<file path="src/rtl/counter_pkg.sv">
// Shared definitions for the counter family: the FSM state encoding and the reset values.
package counter_pkg;

    typedef enum logic [1:0] {
        IDLE = 2'd0,
        RUN  = 2'd1,
        DONE = 2'd2
    } cnt_state_t;

    localparam cnt_state_t STATE_RESET = IDLE;
    localparam logic       DONE_RESET  = 1'b0;

endpackage

</file>
<file path="src/rtl/down_count_core.sv">
// Datapath for the down counter: a WIDTH-bit register that can be loaded, decremented or held,
// plus detection of the terminal value q==1.
module down_count_core #(
    parameter int WIDTH = 8
) (
    input  logic             clk,
    input  logic             rst,
    input  logic             load,
    input  logic [WIDTH-1:0] load_val,
    input  logic             dec,
    output logic [WIDTH-1:0] q,
    output logic             terminal
);

    // Load has priority over decrement. The count saturates at zero, so it never wraps around.
    always_ff @(posedge clk) begin
        if (!rst) begin
            q <= '0;
        end else if (load) begin
            q <= load_val;
        end else if (dec && (q != '0)) begin
            q <= q - WIDTH'(1);
        end
    end

    assign terminal = (q == WIDTH'(1));

endmodule

</file>
<file path="src/rtl/countdown_timer.sv">
// Loadable down counter: FSM, reload register, done/busy/bco around down_count_core.
// Optional build macro: COUNTDOWN_AUTORELOAD_EN (periodic reload on terminal count instead of one-shot).
module countdown_timer
    import counter_pkg::*;
#(
    parameter int WIDTH = 8
) (
    input  logic             clk,
    input  logic             rst,
    input  logic             load,
    input  logic [WIDTH-1:0] load_val,
    input  logic             en,
    input  logic             abort,
    output logic [WIDTH-1:0] q,
    output logic             busy,
    output logic             done,
    output logic             bco
);

    cnt_state_t       state, state_next;
    logic [WIDTH-1:0] reload, reload_next;
    logic             done_next;
    logic             core_load;
    logic [WIDTH-1:0] core_val;
    logic             core_dec;
    logic             terminal;

    down_count_core #(.WIDTH(WIDTH)) u_core (
        .clk      (clk),
        .rst      (rst),
        .load     (core_load),
        .load_val (core_val),
        .dec      (core_dec),
        .q        (q),
        .terminal (terminal)
    );

    always_ff @(posedge clk) begin
        if (!rst) begin
            state  <= STATE_RESET;
            reload <= '0;
            done   <= DONE_RESET;
        end else begin
            state  <= state_next;
            reload <= reload_next;
            done   <= done_next;
        end
    end

    // Priority is load > abort > en. A load of zero finishes immediately without entering RUN.
    always_comb begin
        state_next  = state;
        reload_next = reload;
        done_next   = 1'b0;
        core_load   = 1'b0;
        core_val    = load_val;
        core_dec    = 1'b0;
        if (load) begin
            core_load   = 1'b1;
            reload_next = load_val;
            if (load_val != '0) begin
                state_next = RUN;
            end else begin
                done_next  = 1'b1;
                state_next = IDLE;
            end
        end else begin
            case (state)
                RUN: begin
                    if (abort) begin
                        state_next = IDLE;
                    end else if (en) begin
                        if (terminal) begin
                            done_next = 1'b1;
`ifdef COUNTDOWN_AUTORELOAD_EN
                            core_load = 1'b1;
                            core_val  = reload;
`else
                            core_dec   = 1'b1;
                            state_next = DONE;
`endif
                        end else begin
                            core_dec = 1'b1;
                        end
                    end
                end
                DONE:    state_next = IDLE;
                default: state_next = IDLE;
            endcase
        end
    end

    assign busy = (state == RUN);
    assign bco  = (state == RUN) && en && terminal;

endmodule

</file>
<file path="config.mk">
export PLATFORM = sky130hd
export DESIGN_NAME = countdown_timer
export DESIGN_NICKNAME = d
export VERILOG_FILES = /design/src/rtl/counter_pkg.sv /design/src/rtl/down_count_core.sv /design/src/rtl/countdown_timer.sv
export SDC_FILE = /design/constraint.sdc
export NUM_CORES = 1
export LEC_CHECK = 0
export ABC_AREA = 1
export BUFFER_PORTS_ARGS = -buffer_cell sky130_fd_sc_hd__buf_2
export CORE_MARGIN = 2
export CORE_UTILIZATION = 53
export DETAILED_ROUTE_END_ITERATION = 8
export PLACE_DENSITY = 0.8
export SLEW_MARGIN = 20
export SYNTH_ARGS = -nofsm -noshare
export SYNTH_HDL_FRONTEND = slang
export SYNTH_HIERARCHICAL = 1
export SYNTH_SLANG_ARGS = --single-unit
</file>
<file path="constraint.sdc">
create_clock -name clk -period 2.67 [get_ports clk]
set_clock_uncertainty 0.2 [all_clocks]
set_input_delay 0.267 -clock clk [delete_from_list [all_inputs] [get_ports clk]]
set_output_delay 0.267 -clock clk [all_outputs]
set_load 0.03 [all_outputs]
</file>
### Word-level counts from Yosys, hierarchy flattened

Cells that the tools add are included.

* $mul: 0
* divide/modulo/power cells: 0
* magnitude comparators: 0
* bitwise gates (word level): 0
* shifts and indexed selects: 0
* muxes and demuxes: 19
* reductions and logical operators: 7
* equality and inequality tests: 4
* $add $sub $neg: 1

Operators by type and width (count)
* 8-bit 2-to-1 mux: 2
* 8-bit nonzero test: 2
* 1-bit 2-to-1 mux: 12
* 2-bit 2-to-1 mux: 5
* 8-bit by 1-bit == test with 1-bit output, second input constant: 1
* 8-bit by 1-bit subtractor with 8-bit output, second input constant: 1
* 4-bit by 3-bit != test with 1-bit output, second input constant: 1
* 4-bit != test, second input constant: 1
* 1-bit logical AND: 3
* 2-bit by 1-bit == test with 1-bit output, second input constant: 1
* 2-bit AND reduction: 1
* 2-bit nonzero test: 1

* input bits: 13
* register bits after elaboration: 11
* latch bits: 0
* memory bits (writable): 0
* memories kept: 0
* ROM bits: 0

### Logic depth before layout (Yosys ltp)

* depth in word-level cells: 7
* gate-level depth with buffers: 9

### Cells and area by module

Netlist, hierarchy kept.

By module, submodules not included
* down_count_core: area an instance 618.1 µm², seq. area each 160.2 µm², cells an instance 106, times used 1
* countdown_timer: area an instance 173.9 µm², seq. area each 60.1 µm², cells an instance 26, times used 1

### Worst setup path before layout

OpenSTA, ideal clock, no wires.

* kind: register to register
* start: register u_core.q[0]
* end: register u_core.q[2]
* data required time: 2.349 ns
* cell stages (with the launch flop): 9
* arrival time: 1.353 ns
* period minus slack after synthesis: 1.675 ns
* slack: 0.995 ns
* setup time: 0.121 ns
* path through: dfxtp_1 -> inv_1 -> ha_1 -> inv_1 -> nor2_1 -> o21ai_0 -> nand2_1 -> nand2_1 -> a21oi_1

* longest elaborated chain between the ends: 3
* elaborated cells between the ends (all ways): 6
* those cells by class: 1 x add/sub; 2 x mux; 3 x reduce/logical

RTL lines
* start: declaration: line down_count_core.sv:11 `output logic [WIDTH-1:0] q,`
* start signal: assignment: line down_count_core.sv:20 `q <= load_val;`
* start signal: assignment: line down_count_core.sv:22 `q <= q - WIDTH'(1);`
* 8-bit by 1-bit subtractor with 8-bit output or 8-bit nonzero test (tied branches): line down_count_core.sv:22, down_count_core.sv:21
* 8-bit 2-to-1 mux or 1-bit logical AND (tied branches): line down_count_core.sv:21 `end else if (dec && (q != '0)) begin`
* 8-bit 2-to-1 mux or 2-bit nonzero test (tied branches)

Parallel ways exist; a longest one is shown, timed or not. The select of a mux whose other input is x is not followed.
A chain may end at the register's enable or synchronous reset.

### Worst setup path after layout

* start: register u_core.q[5]
* end: output port bco

* longest elaborated chain between the ends: 2

RTL lines
* 8-bit by 1-bit == test with 1-bit output: line down_count_core.sv:26 `assign terminal = (q == WIDTH'(1));`
* net terminal: line countdown_timer.sv:26 `logic terminal;`
* 1-bit logical AND: line countdown_timer.sv:94 `assign bco = (state == RUN) && en && terminal;`
* end: declaration: line countdown_timer.sv:17 `output logic bco`

The timed path passes the listed nets, and every way through them passes these cells.

==> results.md <==
* Outcome: completed
* TritonCTS Buffers at 3
* CTS clk-pin slew, worst paths at around 0.070 ns
* Slew headroom at 0.751
* Global-route wire length before repair at around 3000 um
* Post-Syn Area per Cell at between 6 and 7 um2
* Vias per cell at between 5 and 6
* Period utilization at 0.730
* Critical path endpoint category: output port
* Hold wc startpoint: abort
* Critical Path Fanout Max at 6
* Hold path cells at 4
* Finish-stage setup viols at 0
* Fillers at 136
* Max-cap viol count at 0
* Rows at 13
* Syn Std Cell Area at slightly below 800 um2
* Startpoint class of the critical path: flip-flop
* Power Density at roughly 460 mW/mm2
* Post-synthesis register bit count at 11
* Final nets at 174
* Syn nets at roughly 150
* Fin util at 0.698
* Fin. Hold Viols at 0
* DRC violations left at 0
* Ant diodes at 0
* Post-synth EDFFs at 0
* Hold-fix buffers, CTS at 0
* Die width at 42.7 um
* Die Height at 42.7 um
* Reg-to-Reg End: u_core/q[1]
* R2r setup slk at 1.00 ns
* Die area at 0.00182 mm2
* Final ANT Viol Nets at 0
* RSZ-0062 raised after global routing: no
* Final Cell Area at 942 um2
* Req. time, crit path at 2.20 ns
* Largest net degree at the start of global routing at 14
* Post-synth ARST share at 0
* Commonest non-fill, non-tap cell in the layout: nand2_1
* Initial antenna violation count at 0
* Initial Util at 0.587
* Setup TNS at 0 ns
* Most frequent cells in the layout: nand2_1 (39), nor2_1 (25), buf_2 (23)
* H-tree depth at 1
* Hold Slack at 0.0742 ns
* Clock Latency Late Sink at around 0.26 ns
* Wirelength, routed at 1800 um
* Layout cells sized above 1 at 0.217
* Slew @ Worst Pin at roughly 0.37 ns
* Detailed placer's ending HPWL at 1420 um
* Synth Warn # at 6
* Routed vias at 881
* Wire per inst at 10.5 um
* Worst R2R Path Depth at 7
* Int Power at 279 uW
* Largest cells by area after synthesis: dfxtp_1 (28%), nand2_1 (18%), nor2_1 (12%), nand3_1 (8.8%), inv_1 (8.1%)
* DR pass1 iterations at 4
* Max Root-Sink Buffers at 2
* Number of global-route vias before repair at 757
* Combinational cell fraction of total power at 0.320
* CP Class: flip-flop to output port
* Syn-to-layout area delta at 19.0%
* Cells after Synth at 132
* Post-route minimum period at 1.95 ns
* HP Class: input pin to flip-flop
* Arrival time worst endpoint at 1.48 ns
* Total gr overflow at 0
* Synth top area share at 0.278
* # IOs at 24
* Sink of the worst hold path: state[1]
* PortBufs at 23
* Synth area leader: dfxtp_1
* FF-to-FF Start: u_core/q[0]
* Slew Viols, Final at 0
* Post-CTS sizing at 0
* Peak supply drop at 0.286 mV
* GRT Overall Usage at 0.215
* Gpl congestion at 0.838
* Clk sinks at 11
* Root buffer cell: clkbuf_4
* Clock power share at 0.255
* Postcts setup bufs at 0
* Switching part of the total at 0.363
* Fmax at approximately 0.5 GHz
* Sequential area share after synthesis at 0.278
* Core ar. at approximately 0.0014 mm2
* CTS tree: built
* Drt initial violations at 25
* Netlist cell types at 20
* Placed Area at 916 um2
* Pre-CTS setup slack at approximately 1.0 ns
* Fin worst setup slack at between 0.7 and 0.8 ns
* Pleak at between 0.5 and 0.6 nW
* Seq pwr share at 0.425
* Switching Power at 159 uW
* Main synth FF type: dfxtp_1
through the flow:
step	cells	total power, mW
after global placement	168	0.326
after CTS	172	0.441
after floorplan	132	0.292
final	172	0.438
after detailed placement	168	0.329
after global routing	172	0.467
cell usage after synthesis, drive strengths merged (2+ instances only):
cell / instances
nand3: 15
inv: 17
nand4: 2
nor2: 28
ha: 3
a21oi: 4
dfxtp: 11
nand2: 42
buf: 2
o21ai: 5
flip-flops by register name (all words and copies together) (netlist names):
name	count
u_core/q	8
state	2
done	1
metal layers:
layer,GRT usage,vias to the layer above,part of all wire
met3,0.0383,2,0.086
met1,0.285,385,0.44
li1,-,464,-
met4,0.0750,0,0.0094
met5,0,-,0
met2,0.348,30,0.46
worst max path at each step:
stage / from / cells past startpoint / to
global route: u_core/q[5] / 6 / bco
CTS: u_core/q[5] / 6 / bco
finish: u_core/q[5] / 6 / bco
global placement: u_core/q[3] / 6 / bco
detailed placement: u_core/q[5] / 6 / bco
floorplan: u_core/q[0] / 8 / u_core/q[2]
worst max-delay path, cell delays in order (launching register included):
cell     delay (ns)
dfxtp_1        0.36
nor2_1         0.16
nand2_1        0.15
nor2_1         0.15
nand2_2        0.09
nor2_4         0.12
buf_2          0.20
cells by family after synthesis:
kind of cell / Yosys count / share of synthesized area
buf+inv: 19 / 0.0932
flops: 11 / 0.278
fa+ha+maj: 3 / 0.0474
compound gates: 10 / 0.0806
simple gates: 89 / 0.501
power by group through the flow:
stage                     clock network, mW  registers, mW  logic [mW]
after floorplan                           0          0.205      0.0872
after global placement                    0          0.189       0.137
after detailed placement                  0          0.190       0.139
after CTS                             0.116          0.186       0.140
after global routing                  0.121          0.188       0.158
final                                 0.112          0.186       0.140
final cells by class:
| class | instances | area [um2] | area share |
|---|---|---|---|
| timing repair buffer | 23 | 115 | 0.122 |
| inverter | 17 | 63.8 | 0.0677 |
| sequential | 11 | 220 | 0.234 |
| tap | 15 | 18.8 | 0.0199 |
| multi-input combinational | 102 | 498 | 0.529 |
| clock buffer | 4 | 26.3 | 0.0279 |
No activity file was read; power rests on OpenSTA's default activity.
